===== src/rtl/datapath_gen2_pkg.sv =====
// Shared select encodings for the gen2 datapath: accumulator, MDR, PC and ALU operand-2 sources.
package datapath_gen2_pkg;

  typedef enum logic [1:0] {
    AC_SRC_MAR = 2'b00,
    AC_SRC_MDR = 2'b01,
    AC_SRC_ALU = 2'b10,
    AC_SRC_IMM = 2'b11
  } ac_src_e;

  typedef enum logic [1:0] {
    MDR_SRC_ZERO = 2'b00,
    MDR_SRC_BUS  = 2'b01,
    MDR_SRC_IMM  = 2'b10,
    MDR_SRC_AC   = 2'b11
  } mdr_src_e;

  typedef enum logic [2:0] {
    PC_SRC_INC    = 3'b000,
    PC_SRC_IMM    = 3'b001,
    PC_SRC_AC     = 3'b010,
    PC_SRC_REL    = 3'b011,
    PC_SRC_CALL   = 3'b100,
    PC_SRC_RET    = 3'b101,
    PC_SRC_HOLD_A = 3'b110,
    PC_SRC_HOLD_B = 3'b111
  } pc_src_e;

  typedef enum logic [2:0] {
    OP2_ZERO = 3'd0,
    OP2_ONE  = 3'd1,
    OP2_TWO  = 3'd2,
    OP2_M1   = 3'd3,
    OP2_M2   = 3'd4,
    OP2_AC   = 3'd5,
    OP2_IMM  = 3'd6,
    OP2_MDR  = 3'd7
  } op2_sel_e;

endpackage


===== src/rtl/datapath_gen2_if.sv =====
// Control/data bundle between the sequencer (master) and the gen2 datapath (slave).
interface datapath_gen2_if #(
  parameter int WIDTH       = 8,
  parameter int NACC        = 4,
  parameter int STACK_DEPTH = 8,
  parameter int FW          = 4
);
  logic [WIDTH-1:0]               immediate;
  logic [WIDTH-1:0]               mdr_in;
  logic [$clog2(NACC)-1:0]        ac_sel;
  logic [1:0]                     ac_source;
  logic                           write_ac;
  logic                           mar_source;
  logic                           write_mar;
  logic [1:0]                     mdr_source;
  logic                           write_mdr;
  logic                           write_flags;
  logic [2:0]                     pc_source;
  logic                           write_pc;
  logic                           stack_clr;
  logic [2:0]                     alu_op_select;
  logic [WIDTH-1:0]               alu_result;
  logic [FW-1:0]                  alu_flags;
  logic [WIDTH-1:0]               alu_op1;
  logic [WIDTH-1:0]               alu_op2;
  logic [WIDTH-1:0]               mar_out;
  logic [WIDTH-1:0]               mdr_out;
  logic [WIDTH-1:0]               pc_out;
  logic [FW-1:0]                  flags;
  logic [$clog2(STACK_DEPTH):0]   stack_depth;
  logic                           stack_err;

  modport master (
    output immediate, mdr_in, ac_sel, ac_source, write_ac, mar_source, write_mar,
           mdr_source, write_mdr, write_flags, pc_source, write_pc, stack_clr,
           alu_op_select, alu_result, alu_flags,
    input  alu_op1, alu_op2, mar_out, mdr_out, pc_out, flags, stack_depth, stack_err
  );

  modport slave (
    input  immediate, mdr_in, ac_sel, ac_source, write_ac, mar_source, write_mar,
           mdr_source, write_mdr, write_flags, pc_source, write_pc, stack_clr,
           alu_op_select, alu_result, alu_flags,
    output alu_op1, alu_op2, mar_out, mdr_out, pc_out, flags, stack_depth, stack_err
  );
endinterface


===== src/rtl/datapath_gen2_ret_stack.sv =====
// LIFO return-address stack with sticky overflow/underflow error; clr outranks push/pop.
module ret_stack #(
  parameter int WIDTH = 8,
  parameter int DEPTH = 8
) (
  input  logic                    clk,
  input  logic                    res,
  input  logic                    push,
  input  logic                    pop,
  input  logic                    clr,
  input  logic [WIDTH-1:0]        din,
  output logic [WIDTH-1:0]        top,
  output logic                    full,
  output logic                    empty,
  output logic [$clog2(DEPTH):0]  depth,
  output logic                    err
);
  localparam int PW = $clog2(DEPTH);
  localparam int SW = PW + 1;

  logic [WIDTH-1:0] mem [DEPTH];
  logic [SW-1:0]    sp;
  logic [SW-1:0]    sp_dec;

  assign full   = (sp == SW'(DEPTH));
  assign empty  = (sp == '0);
  assign sp_dec = sp - SW'(1);
  assign top    = mem[sp_dec[PW-1:0]];
  assign depth  = sp;

  always_ff @(posedge clk or posedge res) begin
    if (res) begin
      sp  <= '0;
      err <= 1'b0;
    end else if (clr) begin
      sp  <= '0;
      err <= 1'b0;
    end else begin
      if (push && !full)      sp <= sp + SW'(1);
      else if (pop && !empty) sp <= sp_dec;
      if ((push && full) || (pop && empty)) err <= 1'b1;
    end
  end

  // Entry storage carries no reset; only the pointer defines validity.
  always_ff @(posedge clk) begin
    if (push && !full && !clr) mem[sp[PW-1:0]] <= din;
  end
endmodule


===== src/rtl/datapath_gen2.sv =====
// Gen2 datapath: accumulator bank, MAR/MDR/PC/flags and operand muxes.
// Define DATAPATH_RET_STACK_EN to build the call/return stack.
module datapath_gen2
  import datapath_gen2_pkg::*;
#(
  parameter int WIDTH       = 8,
  parameter int NACC        = 4,
  parameter int STACK_DEPTH = 8,
  parameter int FW          = 4
) (
  input  logic           clk,
  input  logic           res,
  datapath_gen2_if.slave bus
);
  logic [WIDTH-1:0] acc [NACC];
  logic [WIDTH-1:0] mar_q, mdr_q, pc_q;
  logic [FW-1:0]    flags_q;
  logic [WIDTH-1:0] ac, pc_inc, pc_next, ac_wdata, mar_wdata, mdr_wdata, op2;

  assign ac     = acc[bus.ac_sel];
  assign pc_inc = pc_q + WIDTH'(1);

`ifdef DATAPATH_RET_STACK_EN
  logic             stk_push, stk_pop, stk_full, stk_empty;
  logic [WIDTH-1:0] stk_top;

  assign stk_push = bus.write_pc && (pc_src_e'(bus.pc_source) == PC_SRC_CALL);
  assign stk_pop  = bus.write_pc && (pc_src_e'(bus.pc_source) == PC_SRC_RET);

  ret_stack #(.WIDTH(WIDTH), .DEPTH(STACK_DEPTH)) u_ret_stack (
    .clk   (clk),
    .res   (res),
    .push  (stk_push),
    .pop   (stk_pop),
    .clr   (bus.stack_clr),
    .din   (pc_inc),
    .top   (stk_top),
    .full  (stk_full),
    .empty (stk_empty),
    .depth (bus.stack_depth),
    .err   (bus.stack_err)
  );
`else
  logic unused_stack_clr;
  assign unused_stack_clr = bus.stack_clr;
  assign bus.stack_depth  = '0;
  assign bus.stack_err    = 1'b0;
`endif

  always_comb begin
    case (op2_sel_e'(bus.alu_op_select))
      OP2_ZERO: op2 = '0;
      OP2_ONE:  op2 = WIDTH'(1);
      OP2_TWO:  op2 = WIDTH'(2);
      OP2_M1:   op2 = '1;
      OP2_M2:   op2 = {{(WIDTH-1){1'b1}}, 1'b0};
      OP2_AC:   op2 = ac;
      OP2_IMM:  op2 = bus.immediate;
      default:  op2 = mdr_q;
    endcase
  end

  always_comb begin
    case (ac_src_e'(bus.ac_source))
      AC_SRC_MAR: ac_wdata = mar_q;
      AC_SRC_MDR: ac_wdata = mdr_q;
      AC_SRC_ALU: ac_wdata = bus.alu_result;
      default:    ac_wdata = bus.immediate;
    endcase
    case (mdr_src_e'(bus.mdr_source))
      MDR_SRC_ZERO: mdr_wdata = '0;
      MDR_SRC_BUS:  mdr_wdata = bus.mdr_in;
      MDR_SRC_IMM:  mdr_wdata = bus.immediate;
      default:      mdr_wdata = ac;
    endcase
    mar_wdata = bus.mar_source ? bus.immediate : ac;
  end

  // A call into a full stack or a return from an empty one leaves the PC in place.
  always_comb begin
    case (pc_src_e'(bus.pc_source))
      PC_SRC_INC: pc_next = pc_inc;
      PC_SRC_IMM: pc_next = bus.immediate;
      PC_SRC_AC:  pc_next = ac;
      PC_SRC_REL: pc_next = pc_q + ac;
`ifdef DATAPATH_RET_STACK_EN
      PC_SRC_CALL: pc_next = stk_full  ? pc_q : bus.immediate;
      PC_SRC_RET:  pc_next = stk_empty ? pc_q : stk_top;
`else
      PC_SRC_CALL: pc_next = bus.immediate;
      PC_SRC_RET:  pc_next = pc_q;
`endif
      default:    pc_next = pc_q;
    endcase
  end

  always_ff @(posedge clk or posedge res) begin
    if (res) begin
      for (int i = 0; i < NACC; i++) acc[i] <= '0;
      mar_q   <= '0;
      mdr_q   <= '0;
      pc_q    <= '0;
      flags_q <= '0;
    end else begin
      if (bus.write_ac)    acc[bus.ac_sel] <= ac_wdata;
      if (bus.write_mar)   mar_q   <= mar_wdata;
      if (bus.write_mdr)   mdr_q   <= mdr_wdata;
      if (bus.write_pc)    pc_q    <= pc_next;
      if (bus.write_flags) flags_q <= bus.alu_flags;
    end
  end

  assign bus.alu_op1 = ac;
  assign bus.alu_op2 = op2;
  assign bus.mar_out = mar_q;
  assign bus.mdr_out = mdr_q;
  assign bus.pc_out  = pc_q;
  assign bus.flags   = flags_q;
endmodule

===== src/flat_wrapper.sv =====
// flat-port wrapper written by rule: the top's interface ports become plain ports
module datapath_gen2_flat import datapath_gen2_pkg::*;
#(
  parameter int WIDTH       = 8,
  parameter int NACC        = 4,
  parameter int STACK_DEPTH = 8,
  parameter int FW          = 4
)
  (clk, res, bus_immediate, bus_mdr_in, bus_ac_sel, bus_ac_source, bus_write_ac, bus_mar_source, bus_write_mar, bus_mdr_source, bus_write_mdr, bus_write_flags, bus_pc_source, bus_write_pc, bus_stack_clr, bus_alu_op_select, bus_alu_result, bus_alu_flags, bus_alu_op1, bus_alu_op2, bus_mar_out, bus_mdr_out, bus_pc_out, bus_flags, bus_stack_depth, bus_stack_err);
  datapath_gen2_if #(.WIDTH(WIDTH), .NACC(NACC), .STACK_DEPTH(STACK_DEPTH), .FW(FW)) bus_i ();
  input  logic clk;
  input  logic res;
  input wire logic [$bits(bus_i.immediate)-1:0] bus_immediate;
  input wire logic [$bits(bus_i.mdr_in)-1:0] bus_mdr_in;
  input wire logic [$bits(bus_i.ac_sel)-1:0] bus_ac_sel;
  input wire logic [$bits(bus_i.ac_source)-1:0] bus_ac_source;
  input wire logic [$bits(bus_i.write_ac)-1:0] bus_write_ac;
  input wire logic [$bits(bus_i.mar_source)-1:0] bus_mar_source;
  input wire logic [$bits(bus_i.write_mar)-1:0] bus_write_mar;
  input wire logic [$bits(bus_i.mdr_source)-1:0] bus_mdr_source;
  input wire logic [$bits(bus_i.write_mdr)-1:0] bus_write_mdr;
  input wire logic [$bits(bus_i.write_flags)-1:0] bus_write_flags;
  input wire logic [$bits(bus_i.pc_source)-1:0] bus_pc_source;
  input wire logic [$bits(bus_i.write_pc)-1:0] bus_write_pc;
  input wire logic [$bits(bus_i.stack_clr)-1:0] bus_stack_clr;
  input wire logic [$bits(bus_i.alu_op_select)-1:0] bus_alu_op_select;
  input wire logic [$bits(bus_i.alu_result)-1:0] bus_alu_result;
  input wire logic [$bits(bus_i.alu_flags)-1:0] bus_alu_flags;
  output wire logic [$bits(bus_i.alu_op1)-1:0] bus_alu_op1;
  output wire logic [$bits(bus_i.alu_op2)-1:0] bus_alu_op2;
  output wire logic [$bits(bus_i.mar_out)-1:0] bus_mar_out;
  output wire logic [$bits(bus_i.mdr_out)-1:0] bus_mdr_out;
  output wire logic [$bits(bus_i.pc_out)-1:0] bus_pc_out;
  output wire logic [$bits(bus_i.flags)-1:0] bus_flags;
  output wire logic [$bits(bus_i.stack_depth)-1:0] bus_stack_depth;
  output wire logic [$bits(bus_i.stack_err)-1:0] bus_stack_err;
  assign bus_i.immediate = bus_immediate;
  assign bus_i.mdr_in = bus_mdr_in;
  assign bus_i.ac_sel = bus_ac_sel;
  assign bus_i.ac_source = bus_ac_source;
  assign bus_i.write_ac = bus_write_ac;
  assign bus_i.mar_source = bus_mar_source;
  assign bus_i.write_mar = bus_write_mar;
  assign bus_i.mdr_source = bus_mdr_source;
  assign bus_i.write_mdr = bus_write_mdr;
  assign bus_i.write_flags = bus_write_flags;
  assign bus_i.pc_source = bus_pc_source;
  assign bus_i.write_pc = bus_write_pc;
  assign bus_i.stack_clr = bus_stack_clr;
  assign bus_i.alu_op_select = bus_alu_op_select;
  assign bus_i.alu_result = bus_alu_result;
  assign bus_i.alu_flags = bus_alu_flags;
  assign bus_alu_op1 = bus_i.alu_op1;
  assign bus_alu_op2 = bus_i.alu_op2;
  assign bus_mar_out = bus_i.mar_out;
  assign bus_mdr_out = bus_i.mdr_out;
  assign bus_pc_out = bus_i.pc_out;
  assign bus_flags = bus_i.flags;
  assign bus_stack_depth = bus_i.stack_depth;
  assign bus_stack_err = bus_i.stack_err;
  datapath_gen2 #(.WIDTH(WIDTH), .NACC(NACC), .STACK_DEPTH(STACK_DEPTH), .FW(FW)) u_core (.clk(clk), .res(res), .bus(bus_i));
endmodule

===== config.mk =====
export PLATFORM = sky130hd
export DESIGN_NAME = datapath_gen2_flat
export DESIGN_NICKNAME = d
export VERILOG_FILES = /design/src/rtl/datapath_gen2_pkg.sv /design/src/rtl/datapath_gen2_if.sv /design/src/rtl/datapath_gen2_ret_stack.sv /design/src/rtl/datapath_gen2.sv /design/src/flat_wrapper.sv
export SDC_FILE = /design/constraint.sdc
export NUM_CORES = 1
export LEC_CHECK = 0
export ABC_AREA = 0
export ABC_CLOCK_PERIOD_IN_PS = 6000
export CAP_MARGIN = 20
export CORE_ASPECT_RATIO = 0.6
export CORE_MARGIN = 4
export CORE_UTILIZATION = 53
export DETAILED_ROUTE_END_ITERATION = 12
export GPL_TIMING_DRIVEN = 0
export PLACE_DENSITY = 0.86
export SLEW_MARGIN = 20
export SYNTH_ARGS = -nofsm -noshare
export SYNTH_HDL_FRONTEND = slang
export SYNTH_HIERARCHICAL = 1
export SYNTH_SLANG_ARGS = --single-unit

===== constraint.sdc =====
create_clock -name clk -period 6 [get_ports clk]
set_input_delay 0.9 -clock clk [delete_from_list [all_inputs] [get_ports clk]]
set_output_delay 0.9 -clock clk [all_outputs]
set_load 0.01 [all_outputs]

==> metrics, run 1 <==
status=finished clean; Synth Cell Area=approximately 0.0038 mm2; Layout Skew=0.00525 ns; postcts setup bufs=0; filler instances=485; min-delay src=u_core/acc[3]$_DFFE_PP0P_; CTS buffer count=9; Crit Path Max Fanout=10; Final Setup Violations=0; delay-heaviest family, CP=buffers and inverters; Total Wirelength=approximately 12,000 um; nets=just over 500; CTS tree=yes; Die ar.=0.00858 mm2; Final Util=0.742; max_cap viols=0; Hold EP=u_core/acc[3]$_DFFE_PP0P_; syn_area_per_cell=between 10 and 15 um2; slowest CP cell=clkdlybuf4s50_1; largest net degree at the start of global routing=53; post-route ant nets=0; gr ovfl total=0; port bufs=82; met2 usage=0.421; Core ar.=around 0.0068 mm2; global route hottest layer=met1; Synth async-reset ratio=1.00; Die X=117 um; post_cts resized=0; Iteration-0 DRC Markers=664; final routed DRC violation total=0; cells on worst reg2reg path=8; GP Congestion=approximately 0.94; Peak VDD IR=approximately 0.19 mV; Buf/Inv on CP=3; Pwr Total=between 1500 and 2000 uW; row count=23; CP Class=input pin to primary output; RSZ-0062 raised after global routing=no; post-synthesis sequential element count=60; M1 GR Usage=0.423; Syn Inst Count=359; Synth Warn #=6; Clock Latency Late Sink=approximately 0.33 ns; Die Ht=about 73 um; root buffer cell=clkbuf_16; reg2reg setup slack=between 3 and 4 ns; sequential fraction of the synthesis area=0.398; fin crit share=0.721; first-pass GRT wire length=19,000 um; initial antenna violation count=0; Clock Sinks=60; Final Slew Violations=0; placed cell areas=roughly 0.0047 mm2; most used cell, CP=clkdlybuf4s50_1; reg2reg start=u_core/acc[10]$_DFFE_PP0P_; Post-synth EDFFs=0; buffers from clock root to sink, at most=2; Worst Path Required=5.10 ns; PwrDens=approximately 330 mW/mm2; post-synthesis cell type count=48; reg2reg end=u_core/bus.pc_out[7]$_DFFE_PP0P_; final hold vios=0; slowest stage delay, CP=roughly 0.6 ns; Area growth syn-to-layout=33.6%; setup TNS=0 ns; CP Launch Type=input pin; leakage=between 0.002 and 0.0025 uW; clk slew on worst S/H paths=~0.05 ns; Initial Utilization=0.555; CP Capture Type=primary output; storage element area=~0.0015 mm2; Min Clock Period, post-route=roughly 4.3 ns; Arr. time, crit path=approximately 3.4 ns; Rel. slew slack=0.350; DR vias=roughly 3,600; DR pass1 iterations=9; Worst Tran Pin Value=between 0.9 and 1 ns; share of post-route cells with drive strength above 1=0.187; drt wl/cell=22.4 um; vias in the first global route=between 3,000 and 4,000; Multi-input gate area=between 0.002 and 0.0025 mm2; crit-path cells=clkdlybuf4s50_1, buf_1, mux4_2, o22ai_1, a211oi_1, clkdlybuf4s50_1; Ports=slightly below 100; Hold Path Cell Cnt=1; post-DR vias/cell=approximately 6.6; CTS hold repair buffers=0; Hold Path Class=flip-flop to flip-flop; H-tree depth=3; Synth Flop Type=dfrtp_1; hpwl dp=~9100 um; Overall Global Routing Usage=0.298; met3 usage=0.122; finished layout cell area=around 0.0050 mm2; diodes inserted=0; max frequency=around 230 MHz
## layer usage
layer | vias to the layer above | share of wire
li1 | 1518 | -
met3 | 47 | 0.13
met2 | 317 | 0.43
met5 | - | 0
met1 | 1740 | 0.42
met4 | 0 | 0.022
## cells in the final DEF (no fill, tap or decap), types with 10 or more instances in the layout
| cell | count |
|---|---|
| clkdlybuf4s50_1 | 82 |
| dfrtp_1 | 60 |
| mux2_2 | 44 |
| a21oi_1 | 33 |
| nor2_1 | 25 |
| nand2_1 | 21 |
| o21ai_0 | 20 |
| mux4_2 | 16 |
| clkbuf_1 | 15 |
| nor2b_1 | 11 |
| a22oi_1 | 10 |
## final cells by class
type | instances | share of cell area
Sequential cell | 60 | 0.298
Multi-Input combinational cell | 268 | 0.422
Clock inverter | 2 | 0.00695
Buffer | 27 | 0.0256
Tap cell | 87 | 0.0216
Clock buffer | 12 | 0.0509
Inverter | 8 | 0.00646
Timing Repair Buffer | 83 | 0.168
## synthesized netlist by cell type (3+ instances only)
cell type | count | area share
a211oi_1 | 8 | 0.016
a21oi_1 | 33 | 0.044
a22oi_1 | 10 | 0.020
a31oi_1 | 5 | 0.0083
buf_1 | 6 | 0.0060
buf_4 | 5 | 0.010
clkbuf_1 | 14 | 0.014
dfrtp_1 | 60 | 0.40
ha_1 | 7 | 0.023
inv_1 | 8 | 0.0080
mux2_2 | 44 | 0.13
mux2i_1 | 8 | 0.021
mux4_2 | 16 | 0.096
nand2_1 | 21 | 0.021
nand2b_1 | 7 | 0.012
nand3_1 | 5 | 0.0066
nand3b_1 | 4 | 0.0080
nor2_1 | 25 | 0.025
nor2b_1 | 11 | 0.018
o21ai_0 | 20 | 0.027
o22ai_1 | 8 | 0.013
o31ai_1 | 3 | 0.0060
## per-stage QoR
| stage | setup WS, ns | hold WS, ns | cells |
|---|---|---|---|
| final | 1.68 | 0.499 | 547 |
| after global routing | 1.57 | 0.517 | 547 |
| after global placement | 1.74 | 0.482 | 532 |
| after floorplan | 2.63 | 0.474 | 363 |
| after CTS | 1.74 | 0.500 | 547 |
| after detailed placement | 1.72 | 0.489 | 533 |
## worst register-to-register path, stage by stage, from the launching register on
cell and delay, ns:
dfrtp_1 0.38, mux4_2 0.54, nor2b_1 0.18, ha_1 0.36
a21oi_1 0.39, a211oi_1 0.20, or3b_1 0.40, and2_4 0.17
o211ai_2 0.15
## how the worst max path moves through the flow
stage,start,end,depth (start not counted)
after floorplan,bus_ac_sel[0],u_core/bus.pc_out[6]$_DFFE_PP0P_,11
after global placement,bus_ac_sel[0],u_core/bus.pc_out[6]$_DFFE_PP0P_,12
after detailed placement,bus_ac_sel[0],u_core/bus.pc_out[6]$_DFFE_PP0P_,12
after CTS,bus_ac_sel[1],bus_alu_op2[4],6
after global routing,bus_ac_sel[1],bus_alu_op2[2],6
final,bus_ac_sel[1],bus_alu_op2[2],6
## state kept, by name (all words and copies together) (netlist names)
| register | flops |
|---|---|
| u_core/acc | 32 |
| u_core/bus.flags | 4 |
| u_core/bus.mar_out | 8 |
| u_core/bus.mdr_out | 8 |
| u_core/bus.pc_out | 8 |
## logic make-up (layout without fill, tap and decap cells)
kind of cell,Yosys count,in the layout,share of synthesized area
AOI/OAI and AO/OA,100,100,0.163
muxes,68,68,0.248
buffers and inverters,35,132,0.0421
and+or+nand+nor,86,86,0.117
DFF,60,60,0.398
other,1,5,0.000994
xor gates and xnor gates,1,1,0.00232
adders and majority gates,8,8,0.0285
## power by group
group / leakage, uW / switching [uW] / total, uW / internal, uW
logic: 0.00122 / 274 / 584 / 310
clock network: 0.000145 / 175 / 513 / 338
registers: 0.000700 / 71.2 / 574 / 503
Power figures use the tool's default switching activity.
==> run 2: changes to the inputs <==
--- a/config.mk
+++ b/config.mk
@@ -6,14 +6,14 @@
 export NUM_CORES = 1
 export LEC_CHECK = 0
 export ABC_AREA = 0
-export ABC_CLOCK_PERIOD_IN_PS = 6000
+export ABC_CLOCK_PERIOD_IN_PS = 4200
 export CAP_MARGIN = 20
 export CORE_ASPECT_RATIO = 0.6
 export CORE_MARGIN = 4
-export CORE_UTILIZATION = 53
+export CORE_UTILIZATION = 49
 export DETAILED_ROUTE_END_ITERATION = 12
 export GPL_TIMING_DRIVEN = 0
-export PLACE_DENSITY = 0.86
+export PLACE_DENSITY = 0.8
 export SLEW_MARGIN = 20
 export SYNTH_ARGS = -nofsm -noshare
 export SYNTH_HDL_FRONTEND = slang
==> constraint.sdc (replaced) <==
create_clock -name clk -period 4.2 [get_ports clk]
set_input_delay 0.63 -clock clk [delete_from_list [all_inputs] [get_ports clk]]
set_output_delay 0.63 -clock clk [all_outputs]
set_load 0.01 [all_outputs]
==> metrics, run 2 (synthesis results as in run 1) <==
status=finished clean; clk slew on worst S/H paths=0.05 ns; Sw Share=0.308; nets=between 500 and 600; delay-heaviest family, CP=buffers and inverters; worst setup path endpoint=bus_alu_op2[5]; gr ovfl total=0; Peak VDD IR=about 0.27 mV; GP Congestion=between 0.9 and 1; storage element area=0.00150 mm2; row count=24; postcts setup bufs=0; DR vias=roughly 3,500; reg2reg setup slack=approximately 1.4 ns; H-tree depth=3; largest register by flop count=u_core/acc; final routed DRC violation total=0; Die Ht=76.0 um; reg2reg end=u_core/bus.pc_out[7]$_DFFE_PP0P_; Flop pwr share=0.338; Total Wirelength=roughly 12,000 um; Hold Path Cell Cnt=1; Initial Utilization=0.513; Clock Sinks=60; most common cell after layout, fill and taps aside=clkdlybuf4s50_1; Hold Path Class=flip-flop to flip-flop; Area growth syn-to-layout=34.5%; cells on worst reg2reg path=8; leakage=around 0.0021 uW; setup TNS=0 ns; share of post-route cells with drive strength above 1=0.187; CP startpoint=bus_ac_sel[1]; Worst Tran Pin Value=around 0.84 ns; buffers from clock root to sink, at most=2; first-pass GRT wire length=19,300 um; final hold slack=approximately 0.5 ns; vias in the first global route=roughly 3,600; root buffer cell=clkbuf_16; CP Depth=6; post-route ant nets=0; port bufs=82; Final Setup Violations=0; Layout Skew=approximately 0.0063 ns; CTS hold repair buffers=0; Die ar.=just over 0.009 mm2; Final WS setup=0.372 ns; Pint=about 1700 uW; filler instances=around 550; max frequency=261 MHz; Final Slew Violations=0; Clock Latency Late Sink=between 0.3 and 0.4 ns; Final Util=0.689; max_cap viols=0; Arr. time, crit path=3.20 ns; RSZ-0062 raised after global routing=no; Ports=just under 100; post-DR vias/cell=~6.3; Die X=approximately 120 um; Logic pwr share=0.348; post_cts resized=0; Overall Global Routing Usage=0.270; clock share of power=0.315; DR pass1 iterations=7; Buf/Inv on CP=3; slowest stage delay, CP=just over 0.6 ns; reg2reg start=u_core/acc[2]$_DFFE_PP0P_; Net Sw Power=about 740 uW; PwrDens=474 mW/mm2; crit-path cells=clkdlybuf4s50_1, buf_1, mux4_2, o22ai_1, a211oi_1, clkdlybuf4s50_1; most frequent cells in the layout=clkdlybuf4s50_1, dfrtp_1, mux2_2; Pwr Total=roughly 2400 uW; max FFs per register=32; slowest CP cell=clkdlybuf4s50_1; CP Class=input pin to primary output; drt wl/cell=21.6 um; Rel. slew slack=0.441; CTS buffer count=9; CP Capture Type=primary output; CP Launch Type=input pin; Multi-input gate area=between 0.002 and 0.0025 mm2; pre-CTS WS=approximately 0.19 ns; initial antenna violation count=0; Min Clock Period, post-route=between 3 and 4 ns; Iteration-0 DRC Markers=approximately 560; CTS tree=yes; diodes inserted=0; Core ar.=0.00736 mm2; final hold vios=0; fin crit share=0.911; largest net degree at the start of global routing=50; Worst Path Required=~3.6 ns; Crit Path Max Fanout=10; hpwl dp=a little over 9000 um; most used cell, CP=clkdlybuf4s50_1
==> run 2: cell types whose count changed in the layout (fill, tap and decap cells not counted) <==
| cell | delta |
|---|---|
| clkbuf_8 | +1 |
| clkbuf_1 | +1 |
| clkinv_2 | -1 |
==> run 2: worst min-delay path by stage <==
| stage | endpoint | from | slack, ns |
|---|---|---|---|
| after floorplan | u_core/acc[10]$_DFFE_PP0P_ | u_core/acc[10]$_DFFE_PP0P_ | 0.47 |
| after detailed placement | u_core/acc[22]$_DFFE_PP0P_ | u_core/acc[22]$_DFFE_PP0P_ | 0.49 |
| after CTS | u_core/acc[13]$_DFFE_PP0P_ | u_core/acc[13]$_DFFE_PP0P_ | 0.50 |
| final | u_core/acc[13]$_DFFE_PP0P_ | u_core/acc[13]$_DFFE_PP0P_ | 0.50 |
| after global routing | u_core/acc[13]$_DFFE_PP0P_ | u_core/acc[13]$_DFFE_PP0P_ | 0.52 |
| after global placement | u_core/acc[5]$_DFFE_PP0P_ | u_core/acc[5]$_DFFE_PP0P_ | 0.48 |
==> run 2: area by class of cell <==
| class | instances | area share |
|---|---|---|
| inverters | 8 | 0.00641 |
| multi-input cells | 268 | 0.419 |
| plain buffers | 27 | 0.0254 |
| clock buffers | 14 | 0.0540 |
| clock inverters | 1 | 0.00592 |
| well taps | 104 | 0.0257 |
| repair buffers | 83 | 0.167 |
| flip-flops and latches | 60 | 0.296 |
==> run 2: per-layer routing <==
metal	routed length (um)	share of wire	GRT usage
met2	5120	0.42	0.388
met5	0	0	0
met1	5140	0.42	0.389
met3	1740	0.14	0.104
met4	193	0.016	0.0604
==> run 2: worst reg2reg max path, cell delays in order (launching register included) <==
cell	delay (ns)
dfrtp_1	0.37
mux4_2	0.56
nor2b_1	0.17
ha_1	0.34
a21oi_1	0.39
a211oi_1	0.19
or3b_1	0.39
and2_4	0.17
o211ai_2	0.15
==> run 2: power groups by stage <==
| stage | Sequential (uW) | Combinational [uW] | Clock, uW |
|---|---|---|---|
| finish | 812 | 836 | 758 |
| global route | 832 | 892 | 792 |
| CTS | 810 | 824 | 764 |
| detailed placement | 819 | 816 | 0 |
| global placement | 809 | 787 | 0 |
| floorplan | 814 | 455 | 0 |
==> run 2: per-stage QoR <==
stage | instances | cell area, um2
2_1_floorplan | 363 | 3790
3_3_place_gp | 549 | 4740
3_5_place_dp | 550 | 4770
4_1_cts | 565 | 5070
5_1_grt | 565 | 5070
6_report | 565 | 5070
